--- config.mk ---
export PLATFORM = sky130hd
export DESIGN_NAME = cond_logic
export DESIGN_NICKNAME = d
export VERILOG_FILES = /design/src/rtl/cond_logic_pkg.sv /design/src/rtl/flopenr.sv /design/src/rtl/cond_logic.sv
export SDC_FILE = /design/constraint.sdc
export NUM_CORES = 1
export LEC_CHECK = 0
export ABC_AREA = 1
export BUFFER_PORTS_ARGS = -buffer_cell sky130_fd_sc_hd__buf_4
export CORE_ASPECT_RATIO = 0.6
export CORE_MARGIN = 1
export CORE_UTILIZATION = 40
export DETAILED_ROUTE_END_ITERATION = 16
export HOLD_SLACK_MARGIN = 0.12
export PLACE_DENSITY = 0.6
export SYNTH_ARGS = -nofsm -noshare
export SYNTH_HDL_FRONTEND = slang
export SYNTH_SLANG_ARGS = --single-unit
--- constraint.sdc ---
create_clock -name clk -period 2.4 [get_ports clk]
set_input_delay 0.12 -clock clk [delete_from_list [all_inputs] [get_ports clk]]
set_output_delay 0.12 -clock clk [all_outputs]
set_load 0.01 [all_outputs]
--- src/rtl/cond_logic_pkg.sv ---
// cond_logic_pkg: condition-code encodings and flag bit positions
package cond_logic_pkg;
    localparam logic [3:0] EQ = 4'b0000;
    localparam logic [3:0] NE = 4'b0001;
    localparam logic [3:0] CS = 4'b0010;
    localparam logic [3:0] CC = 4'b0011;
    localparam logic [3:0] MI = 4'b0100;
    localparam logic [3:0] PL = 4'b0101;
    localparam logic [3:0] VS = 4'b0110;
    localparam logic [3:0] VC = 4'b0111;
    localparam logic [3:0] HI = 4'b1000;
    localparam logic [3:0] LS = 4'b1001;
    localparam logic [3:0] GE = 4'b1010;
    localparam logic [3:0] LT = 4'b1011;
    localparam logic [3:0] GT = 4'b1100;
    localparam logic [3:0] LE = 4'b1101;
    localparam logic [3:0] AL = 4'b1110;
    localparam logic [3:0] NV = 4'b1111;
    localparam int N_BIT = 3;
    localparam int Z_BIT = 2;
    localparam int C_BIT = 1;
    localparam int V_BIT = 0;
endpackage

--- src/rtl/flopenr.sv ---
// flopenr: enable-gated register with asynchronous active-low clear
module flopenr #(
    parameter int WIDTH = 1
) (
    input  logic             clk,
    input  logic             reset_n,
    input  logic             en,
    input  logic [WIDTH-1:0] d,
    output logic [WIDTH-1:0] q
);
    // load d when enabled, clear at once when reset_n falls
    always_ff @(posedge clk or negedge reset_n)
        if (!reset_n) q <= '0;
        else if (en) q <= d;
endmodule

--- src/rtl/cond_logic.sv ---
// cond_logic: condition evaluation, flag register and write-enable gating
module cond_logic
    import cond_logic_pkg::*;
(
    input  logic        clk,
    input  logic        reset_n,
    input  logic [3:0]  Cond,
    input  logic [3:0]  ALUFlags,
    input  logic [1:0]  FlagW,
    input  logic        CondLatch,
    input  logic        PCS,
    input  logic        RegW,
    input  logic        MemW,
    input  logic        NextPC,
    output logic        PCWrite,
    output logic        RegWrite,
    output logic        MemWrite,
    output logic [3:0]  Flags,
    output logic        CondExOut,
    output logic [15:0] SkipCount,
    output logic        UndefCond
);
    logic cond_ex, n, z, c, v;

    assign n = Flags[N_BIT];
    assign z = Flags[Z_BIT];
    assign c = Flags[C_BIT];
    assign v = Flags[V_BIT];

    // decode the condition field against the architectural flags; NV never executes
    always_comb begin
        cond_ex = 1'b0;
        case (Cond)
            EQ: cond_ex = z;
            NE: cond_ex = ~z;
            CS: cond_ex = c;
            CC: cond_ex = ~c;
            MI: cond_ex = n;
            PL: cond_ex = ~n;
            VS: cond_ex = v;
            VC: cond_ex = ~v;
            HI: cond_ex = c & ~z;
            LS: cond_ex = ~c | z;
            GE: cond_ex = n ~^ v;
            LT: cond_ex = n ^ v;
            GT: cond_ex = ~z & (n ~^ v);
            LE: cond_ex = z | (n ^ v);
            AL: cond_ex = 1'b1;
            default: cond_ex = 1'b0;
        endcase
    end

    flopenr #(.WIDTH(2)) nz_reg (
        .clk(clk), .reset_n(reset_n), .en(FlagW[1] & CondExOut),
        .d(ALUFlags[3:2]), .q(Flags[3:2])
    );

    flopenr #(.WIDTH(2)) cv_reg (
        .clk(clk), .reset_n(reset_n), .en(FlagW[0] & CondExOut),
        .d(ALUFlags[1:0]), .q(Flags[1:0])
    );

    flopenr #(.WIDTH(1)) cond_reg (
        .clk(clk), .reset_n(reset_n), .en(CondLatch),
        .d(cond_ex), .q(CondExOut)
    );

    assign PCWrite  = (PCS & CondExOut) | NextPC;
    assign RegWrite = RegW & CondExOut;
    assign MemWrite = MemW & CondExOut;

    // count squashed instructions, saturating instead of wrapping
    always_ff @(posedge clk or negedge reset_n)
        if (!reset_n) SkipCount <= '0;
        else if (CondLatch && !cond_ex && SkipCount != 16'hFFFF) SkipCount <= SkipCount + 16'd1;

    // remember that an NV condition was ever decoded
    always_ff @(posedge clk or negedge reset_n)
        if (!reset_n) UndefCond <= 1'b0;
        else if (CondLatch && Cond == NV) UndefCond <= 1'b1;
endmodule

Word-level counts from Yosys, hierarchy flattened:

Cells that the tools add are included.

* equality and inequality tests: 16
* div/mod/pow operators: 0
* magnitude comparators: 0
* shift operators: 0
* $add $sub $neg: 1
* multipliers: 0
* muxes and demuxes: 1
* bitwise logic cells: 16
* reduce and logical (&&, ||, !) cells: 5

Operators with widths (number)
* equality test 4 bit (second input constant): 8
* adder 16 x 1 -> 16 bit (second input constant): 1
* equality test 4 x 3 -> 1 bit (second input constant): 4
* != test 16 bit (second input constant): 1
* one-hot mux 1 bit (15 select lines): 1
* equality test 4 x 2 -> 1 bit (second input constant): 2
* AND 1 bit: 7
* equality test 4 x 1 -> 1 bit (second input constant): 1
* zero test 4 bit: 1
* NOT 1 bit: 4
* logical AND 1 bit: 3
* bitwise OR 1 bit: 3
* zero test 1 bit: 1
* XNOR 1 bit: 1
* XOR 1 bit: 1

* bits of input ports: 17
* register bits: 22
* bits in latches: 0
* RAM bits: 0
* output and inout bits: 25
* memories kept: 0
* word-level logic and storage cells: 44
* memory bits (read-only): 0

Longest topological paths before layout:

Gate-level depths: netlist (run 1).

* depth in word-level cells: 6
* mapped depth: 12
* depth with buffers taken out: 11

Modules after synthesis:

A second synthesis (run 1) with hierarchy kept.

* cell total of the unflattened synthesis: 222
* area total of the unflattened synthesis: 1526.5 sq um

Modules (own cells, without submodules)
* cond_logic: times used 1, area an instance 1333.8 sq um, cells each 199, seq. area each 425.4 sq um
* flopenr (cv_reg ...): times used 2, area an instance 76.3 sq um, cells each 9, seq. area each 50.0 sq um
* flopenr (cond_reg): times used 1, area an instance 40.0 sq um, cells each 5, seq. area each 25.0 sq um

Worst setup path before layout (run 1):

OpenSTA, ideal clock, no wires.

* kind: register -> register
* start: register SkipCount[0]
* end: register SkipCount[11]
* arrival: 1.521 ns
* stages on the path, launching flop included: 8
* library setup time: 0.117 ns
* path slack: 0.762 ns
* clock period less this slack: 1.638 ns
* path buffers: 1
* required time: 2.283 ns
* path through: dfrtp_1 -> ha_1 -> nand3_2 -> nor2_4 -> nand4_4 -> buf_2 -> nand4_1 -> nand2_1

* cells in the longest elaborated chain, start to end: 2
* elaborated cells on any way between the ends: 3
* those cells by class: 1 x add/sub; 1 x eq/ne; 1 x reduce/logical

Ends and longest elaborated chain
* start: declaration: RTL line cond_logic.sv:20 `output logic [15:0] SkipCount,`
* start signal: assignment: RTL line cond_logic.sv:75 `else if (CondLatch && !cond_ex && SkipCount != 16'hFFFF) SkipCount <= SkipCount + 16'd1;`
* parallel branches: the longest is 2 deep, another holds adder 16 x 1 -> 16 bit

Parallel ways; which one is timed is not known.
A chain may end at the register's enable or synchronous reset.

Worst setup path after layout (run 1):

* start: register SkipCount[0]
* end: register SkipCount[5]

The elaborated chain is that of the path after synthesis.

==> flow_summary.toml, run 1 <==
[run_status]
status = "finished with violations"
violations = "design-rule violations"

[place]
dpl.hpwl_mm = 3.13
postPlaceCellArea_sq_um = 1960
port_buffers = 41
place.gp.congestion = 0.843

[detailed_routing]
drt_iter0_markers = 157
drc_errors = 4
dr_total_vias = 1611
routed_wl_mm = 4.21
drt_pass1_iterations = 10
antenna_left = 0
viasPerCell = 5.07
wl_per_cell_microns = 13.3

[timing]
relSlewSlack_pct = 79.7
skew_ns = 0.0112
tightest_slew_ns = 0.304
rsz0062_at_grt = "false"
fin_crit_sh_pct = 81.4
fin_setup_tns_ns = 0
holdWs_ns = 0.124
slew_viol_final = 0
setup_viol = 0
period_needed_ns = 1.95
hold_viol = 0
clock.fmax_ghz = 0.512

[synthesis]
synth_top_family_by_area = "simple AND/OR/NAND/NOR gates"
synth-seq-cells = 22
synth-simple-area-share_pct = 49.5
ys_seq_area_share_pct = 34.0
synth_mux_area_share_pct = 0.694
synthCells = 224
synth.distinct_cells = 28
synth-compound-area-share_pct = 3.63
synth_fa_ha_area_share_pct = 0.772
netlist_area_sq_um = 1620
synthXorXnorAreaFrac_pct = 3.78
yosys_warnings = 0
syn_avg_cell_area_sq_um = 7.24
syn-num-nets = 242

[clock_network]
cts-resized-gates = 0
cts.sinks = 22
cts_tree = "yes"
cts_made_buffers = 3
cts.clk_slew.worst_paths_ns = 0.09
cts_max_level = 1
ctsHoldBuffers = 5
root_buffer = "clkbuf_8"
cts_buffer_depth = 2
worstSkewPairLatency_ns = 0.27
cts_setup_buffers = 0

[critical_path]
critPathRequiredTime_ns = 2.62
endpoint_kind = "flop"
critPathArrivalTime_ns = 2.17
reg2reg_from = "SkipCount[0]"
reg2reg_to = "SkipCount[5]"
max_stage_delay_ns = 0.47
critPathSlowestCell = "dfrtp_1"
critPathKind = "flop to flop"
regToRegSetupSlack_ns = 0.45
crit_chain = "ha_1 > nand3_2 > nor2_4 > nand4_4 > nand3_4 > nand2_1 > nand2_1"
path_max_fanout = 17
cp_common_cell = "nand2_1"
r2r_cells = 7
cp-start-kind = "flop"

[pwr]
power_density_nw_per_um2 = 611
ir_drop_uv = 378
total_power_mw = 1.26
leakagePower_nw = 1.07

[floorplan]
die-area_sq_um = 4320
die_h_microns = 51.3
rows = 17
initial_core_util_pct = 43.1
die_w_microns = 84.2
io_pins = 42
core_area_sq_um = 3760

[worst_hold_path]
holdPathEnd = "UndefCond"
hold_path_class = "primary input to flop"
whs_path_depth = 2
hp-start = "CondLatch"

[layout]
fin_util_pct = 54.9
stdcell_area_sq_um = 2070
final_nets = 290
diodes = 0
drive_gt1_share_pct = 27.7
area_growth_pct = 27.4
layout_commonest_cell = "nand2_1"
final_cell_mix = "nand2_1 (74), buf_4 (42), dfrtp_1 (22), nand4_1 (22)"

[grt]
overflow = 0
track_usage_pct = 21.8
grt_max_degree = 23
grt_pass1_vias = 1517
grt_antenna_before_repair = 0
grt_pass1_wl_mm = 7.18

[job]
cap_violations = 0
[worst max-delay path: cells and delay by family (launching register included)]
kind                       cells  cell delay (ns)
DFF                            1             0.47
and+or+nand+nor                6             1.17
adders and majority gates      1             0.28
[metal layers]
metal | part of all wire (%) | track usage [%] | up-vias
met5 | 0 | 0 | -
met4 | 0.28 | 1.72 | 0
met3 | 7.8 | 5.49 | 2
met2 | 37 | 31.0 | 56
met1 | 54 | 33.7 | 728
li1 | - | - | 825
[worst max-delay path by stage]
stage | cells past startpoint | to | startpoint | slack [ns]
after floorplan | 7 | SkipCount[11] | SkipCount[0] | 0.76
after global placement | 7 | SkipCount[7] | SkipCount[0] | 0.52
after detailed placement | 7 | SkipCount[5] | SkipCount[0] | 0.44
after CTS | 7 | SkipCount[5] | SkipCount[0] | 0.43
after global routing | 7 | SkipCount[5] | SkipCount[0] | 0.19
final | 7 | SkipCount[5] | SkipCount[0] | 0.45
[where the power goes]
part           switching, mW  internal, mW
clock                  0.134         0.147
combinational          0.246         0.209
sequential            0.0978         0.428
total                  0.478         0.784
[registers in the layout, summed over array words and instances (netlist names)]
register and flops:
SkipCount 16, UndefCond 1, cond_reg.q 1, cv_reg.q 2, nz_reg.q 2
[area by class of cell]
type                            instances  area [sq um]
Clock buffer                            4          55.1
Fill cell                             363          1700
Sequential cell                        22           551
Multi-Input combinational cell        174           946
Timing Repair Buffer                   47           365
Inverter                               24          90.1
Tap cell                               47          58.8
[stage by stage]
| step | instances | worst slack [ns] |
|---|---|---|
| global placement | 309 | 0.516 |
| finish | 318 | 0.446 |
| floorplan | 224 | 0.762 |
| CTS | 318 | 0.431 |
| global route | 318 | 0.192 |
| detailed placement | 309 | 0.440 |
[cell usage after synthesis (all sizes together)]
library cell	n	share of area, %
mux2	1	0.69
xnor2	4	2.2
nand4	23	9.8
nand2	86	22
nand3b	1	0.46
nand3	18	7.4
xor2	3	1.6
a31o	1	0.54
nor3	2	0.93
nor2	26	9.1
dfrtp	22	34
o21ai	1	0.31
buf	4	2.2
ha	1	0.77
a21o	1	0.46
a21oi	6	2.3
inv	24	5.6
[cell families (layout without fill, tap and decap cells)]
| kind of cell | after synthesis | in the layout |
|---|---|---|
| xor+xnor | 7 | 7 |
| fa+ha+maj | 1 | 1 |
| buf+inv | 28 | 75 |
| mux | 1 | 1 |
| compound gates | 9 | 9 |
| flops | 22 | 22 |
| simple gates | 156 | 156 |
(Power assumes the default switching activity.)
==> inputs of run 2 (changes only) <==
Settings changed: PLACE_DENSITY 0.6 to 0.63.
Clock period 2.4 ns to 1.7 ns, I/O delays scaled along.
==> run 2 against run 1 <==
Setup slack got worse by 0.31 ns. Worst hold slack improved by 0.020 ns. Register-to-register slack got worse by 0.31 ns. Flip-flop and latch count unchanged. Via count rose by 4.8%. The run still ends with design-rule violations left. Fmax increased by 25%.
==> flow_summary.toml, run 2 (same netlist as run 1, synthesis figures left out) <==
[run_status]
status = "finished with violations"
violations = "design-rule violations"

[grt]
grt_pass1_wl_mm = 7.35
grt_pass1_vias = 1531
grt_antenna_before_repair = 0
overflow = 0
grt_max_degree = 23
track_usage_pct = 22.2

[pwr]
total_power_mw = 1.84
power.switching_mw = 0.685
power_density_nw_per_um2 = 851
ir_drop_uv = 506
power_frac_seq_pct = 38.9
p_int_mw = 1.16
netSwitchingFraction_pct = 37.2
leakagePower_nw = 1.13
p_comb_share_pct = 40.7
pwr-share-clk_pct = 20.4

[timing]
finalWorstSetupSlack_ns = 0.136
rsz0062_at_grt = "false"
clock.fmax_ghz = 0.639
tightest_slew_ns = 0.286
slew_viol_final = 0
skew_ns = 0.00157
relSlewSlack_pct = 80.9
fin_setup_tns_ns = 0
setup_viol = 0
hold_viol = 0
fin_crit_sh_pct = 92.0
period_needed_ns = 1.56

[layout]
final_nets = 301
nFillCells = 390
top_regs = "SkipCount: 16 flops, cv_reg.q: 2 flops, nz_reg.q: 2 flops"
area_growth_pct = 33.5
layout_commonest_cell = "nand2_1"
final_cell_mix = "nand2_1 (74), buf_4 (50), dfrtp_1 (22), nand4_1 (22)"
largest_register = "SkipCount"
diodes = 0
stdcell_count = 329
drive_gt1_share_pct = 30.1
largest_reg_flops = 16

[clock_network]
cts_max_level = 1
root_buffer = "clkbuf_8"
cts.clk_slew.worst_paths_ns = 0.08
worstSkewPairLatency_ns = 0.26
cts_made_buffers = 3
cts_setup_buffers = 0
cts.sinks = 22
cts_tree = "yes"
cts_buffer_depth = 2

[detailed_routing]
drc_errors = 6
dr_total_vias = 1688
routed_wl_mm = 4.43
viasPerCell = 5.13
drt_pass1_iterations = 10
wl_per_cell_microns = 13.5
antenna_left = 0
drt_iter0_markers = 117

[critical_path]
path_max_fanout = 9
endpoint_kind = "flop"
reg2reg_from = "SkipCount[9]"
max_stage_delay_ns = 0.48
cp-start-kind = "flop"
crit_buf_inv = 1
r2r_cells = 6
critPathSlowestCell = "dfrtp_1"
crit_end = "SkipCount[2]"
critPathRequiredTime_ns = 1.86
crit_chain = "nand2_1 > nor2_2 > nand4_4 > buf_4 > nand4_1 > nand2_1"
critPathKind = "flop to flop"
regToRegSetupSlack_ns = 0.14
cp-startpoint = "SkipCount[9]"
critPathTopFamily = "simple AND/OR/NAND/NOR gates"
crit_cells = 6
cp_common_cell = "nand2_1"
reg2reg_to = "SkipCount[2]"
critPathArrivalTime_ns = 1.73

[place]
place.gp.congestion = 0.860
dpl.hpwl_mm = 3.30
post-place-ws_ns = 0.112
place_inst = 318
port_buffers = 41

[floorplan]
die_w_microns = 84.2
io_pins = 42
die_h_microns = 51.3
rows = 17
initial_core_util_pct = 43.1
core_area_sq_um = 3760
die-area_sq_um = 4320

[job]
cap_violations = 0

[worst_hold_path]
hold_path_class = "primary input to flop"
-- run 2: per-layer routing --
| layer | GRT usage [%] | vias up | part of all wire (%) |
|---|---|---|---|
| met2 | 31.0 | 65 | 39 |
| li1 | - | 852 | - |
| met3 | 4.04 | 4 | 7.3 |
| met5 | 0 | - | 0 |
| met4 | 5.17 | 0 | 0.50 |
| met1 | 34.7 | 767 | 53 |
-- run 2: power groups by stage --
stage               registers [mW]  logic, mW  clock network [mW]
detailed placement           0.725      0.714                   0
global placement             0.721      0.717                   0
CTS                          0.715      0.730               0.391
finish                       0.717      0.750               0.375
global route                 0.731      0.826               0.417
floorplan                    0.762      0.357                   0
-- run 2: how the worst min path moves through the flow --
stage,startpoint,endpoint,slack (ns),depth (start not counted)
CTS,FlagW[1],nz_reg.q[1],0.13,3
floorplan,reset_n,SkipCount[0],-0.21,0
detailed placement,reset_n,cv_reg.q[1],-0.006,1
finish,FlagW[1],nz_reg.q[1],0.14,3
global placement,reset_n,cv_reg.q[1],-0.006,1
global route,FlagW[1],nz_reg.q[1],0.16,3
-- run 2: layout make-up --
cell class | count | area, sq um | area share [%]
Multi-Input combinational cell | 175 | 963 | 44.5
Sequential cell | 22 | 551 | 25.4
Timing Repair Buffer | 57 | 447 | 20.6
Inverter | 24 | 90.1 | 4.16
Tap cell | 47 | 58.8 | 2.72
Clock buffer | 4 | 55.1 | 2.54
-- run 2: stage by stage --
stage / cell area, sq um / util [%] / hold slack [ns]
6_report: 2160 / 57.5 / 0.144
5_1_grt: 2160 / 57.5 / 0.157
4_1_cts: 2140 / 56.9 / 0.135
3_3_place_gp: 2030 / 53.9 / -0.00623
3_5_place_dp: 2030 / 53.9 / -0.00595
2_1_floorplan: 1620 / - / -0.211
-- run 2: worst register-to-register path, cell delays in order, from the launching register on --
cell,delay [ns]
dfrtp_1,0.48
nand2_1,0.14
nor2_2,0.26
nand4_4,0.19
buf_4,0.22
nand4_1,0.12
nand2_1,0.06
-- run 2: what timing repair did --
action                                  CTS  global route
endpoints found under the hold margin    28             0
hold buffers                              6             0
resized for setup                         0             2
endpoints found under the setup margin    0            16
==> inputs of run 3 (changes only) <==
Settings changed: PLACE_DENSITY 0.63 to 0.6.
Clock period 1.7 ns to 1.6 ns, I/O delays scaled along.
==> run 3 against run 2 <==
The flow still finishes with violations (design-rule violations). Clock power rose by 43%. Core utilization grew 2.9 points. Clock skew rose by 0.0029 ns. Flip-flop and latch count did not move. Register-to-register slack worse by 0.07 ns. Combinational power increased by 19%. Cell area grew 5.0%. Sequential share of layout area fell by 1.1 points. Via count rose by 4.0%. Clock-buffer cell count is 1 lower. Critical path depth up 5. Global-route usage up 0.16 points. Critical path type unchanged. Largest power group unchanged.
==> flow_summary.toml, run 3 (same netlist as run 1, synthesis figures left out) <==
[critical_path]
cp-start-kind = "flop"
endpoint_kind = "flop"
crit_chain = "inv_2 > nand2_2 > nand2_2 > nand2_2 > nand2_1 > nand2_1 > nand2_2 > nor2_8 > nand3_4 > nand2_2 > nand2_1"
critPathRequiredTime_ns = 1.76
critPathSlowestCell = "dfrtp_1"
path_max_fanout = 8
critPathKind = "flop to flop"
critPathArrivalTime_ns = 1.70
cp_common_cell = "nand2_2"
max_stage_delay_ns = 0.44
crit_buf_inv = 1
critPathTopFamily = "simple AND/OR/NAND/NOR gates"

[run_status]
violations = "design-rule violations"
status = "finished with violations"

[floorplan]
die_h_microns = 51.3
io_pins = 42
die-area_sq_um = 4320
die_w_microns = 84.2
core_area_sq_um = 3760
rows = 17
initial_core_util_pct = 43.1

[grt]
grt_max_degree = 23
track_usage_pct = 22.4
overflow = 0
grt_pass1_wl_mm = 7.45
grt_antenna_before_repair = 0
grt_pass1_vias = 1557

[clock_network]
cts_tree = "yes"
worstSkewPairLatency_ns = 0.27
cts_max_level = 1
cts_buffer_depth = 2
cts.clk_slew.worst_paths_ns = 0.09
cts.sinks = 22
cts_made_buffers = 3
root_buffer = "clkbuf_8"

[layout]
largest_reg_flops = 16
stdcell_area_sq_um = 2270
stdcell_count = 338
largest_register = "SkipCount"
multi_input_area_sq_um = 976
final_nets = 310
top_regs = "SkipCount: 16 flops, cv_reg.q: 2 flops, nz_reg.q: 2 flops"
layout_commonest_cell = "nand2_1"
fin_util_pct = 60.4
drive_gt1_share_pct = 34.4
area_growth_pct = 40.1
diodes = 0
ff_latch_area_sq_um = 552
nFillCells = 368
final_cell_mix = "nand2_1 (69), buf_4 (57), nand4_1 (22), dfrtp_1 (21), nor2_1 (21)"

[detailed_routing]
viasPerCell = 5.20
routed_wl_mm = 4.61
wl_per_cell_microns = 13.6
drc_errors = 4
dr_total_vias = 1756
drt_iter0_markers = 113
antenna_left = 0
drt_pass1_iterations = 11

[place]
port_buffers = 41
place_inst = 323
postPlaceCellArea_sq_um = 2070
place.gp.congestion = 0.828
dpl.hpwl_mm = 3.30

[worst_hold_path]
hold_path_class = "primary input to flop"

[timing]
slew_viol_final = 0
period_needed_ns = 1.53
hold_viol = 0
tightest_slew_ns = 0.311
fin_setup_tns_ns = 0
clock.fmax_ghz = 0.652
relSlewSlack_pct = 79.2
rsz0062_at_grt = "true"
setup_viol = 0
skew_ns = 0.00448
fin_crit_sh_pct = 95.9

[pwr]
leakagePower_nw = 1.18
ir_drop_uv = 565
power_density_nw_per_um2 = 958
total_power_mw = 2.18

[job]
cap_violations = 0
==> run 3: path summary, 6_finish.rpt <==
path                       depth (start not counted)     startpoint  slack, ns       endpoint
max                                               11    nz_reg.q[1]       0.07  SkipCount[14]
min                                                3       FlagW[1]       0.20    nz_reg.q[0]
min reg2reg                                        2  SkipCount[15]       0.54  SkipCount[15]
min in group asynchronous                          2        reset_n       0.24    cv_reg.q[1]
max reg2reg                                       11    nz_reg.q[1]       0.07  SkipCount[14]
max in group asynchronous                          2        reset_n       1.10   SkipCount[0]
==> run 3: stage by stage <==
step           setup WS [ns]  hold slack, ns
2_1_floorplan        0.00110          -0.216
3_3_place_gp          0.0224        -0.00920
3_5_place_dp          0.0405        -0.00667
4_1_cts               0.0197           0.171
5_1_grt              -0.0561           0.236
6_report              0.0664           0.196
==> run 3: what timing repair did <==
item,4_1_cts,5_1_grt
hold endpoints to repair,28,0
setup endpoints to repair,0,17
hold buffers,7,0
resized for setup,0,10
setup buffers,0,3
==> run 3: tightest hold or removal path, stage by stage <==
cell and delay (ns):
buf_4 0.10, nand2_1 0.10, mux2_2 0.16
==> run 3: area by class of cell <==
type                       instances  area share [%]
multi-input combinational        175            43.0
sequential                        22            24.3
timing repair buffer              66            23.1
inverter                          24            3.96
tap                               47            2.59
clock buffer                       3            1.82
clock inverter                     1            1.32
==> run 3: power by group <==
group	switching (mW)	internal (mW)
Clock	0.203	0.335
Combinational	0.467	0.426
Sequential	0.100	0.645
==> run 3: per-layer routing <==
metal | up-vias | share of wire [%] | track usage, %
met5 | - | 0 | 0
met4 | 0 | 0.48 | 4.31
met3 | 5 | 8.1 | 5.98
met2 | 77 | 40 | 33.5
met1 | 805 | 51 | 32.4
li1 | 869 | - | -
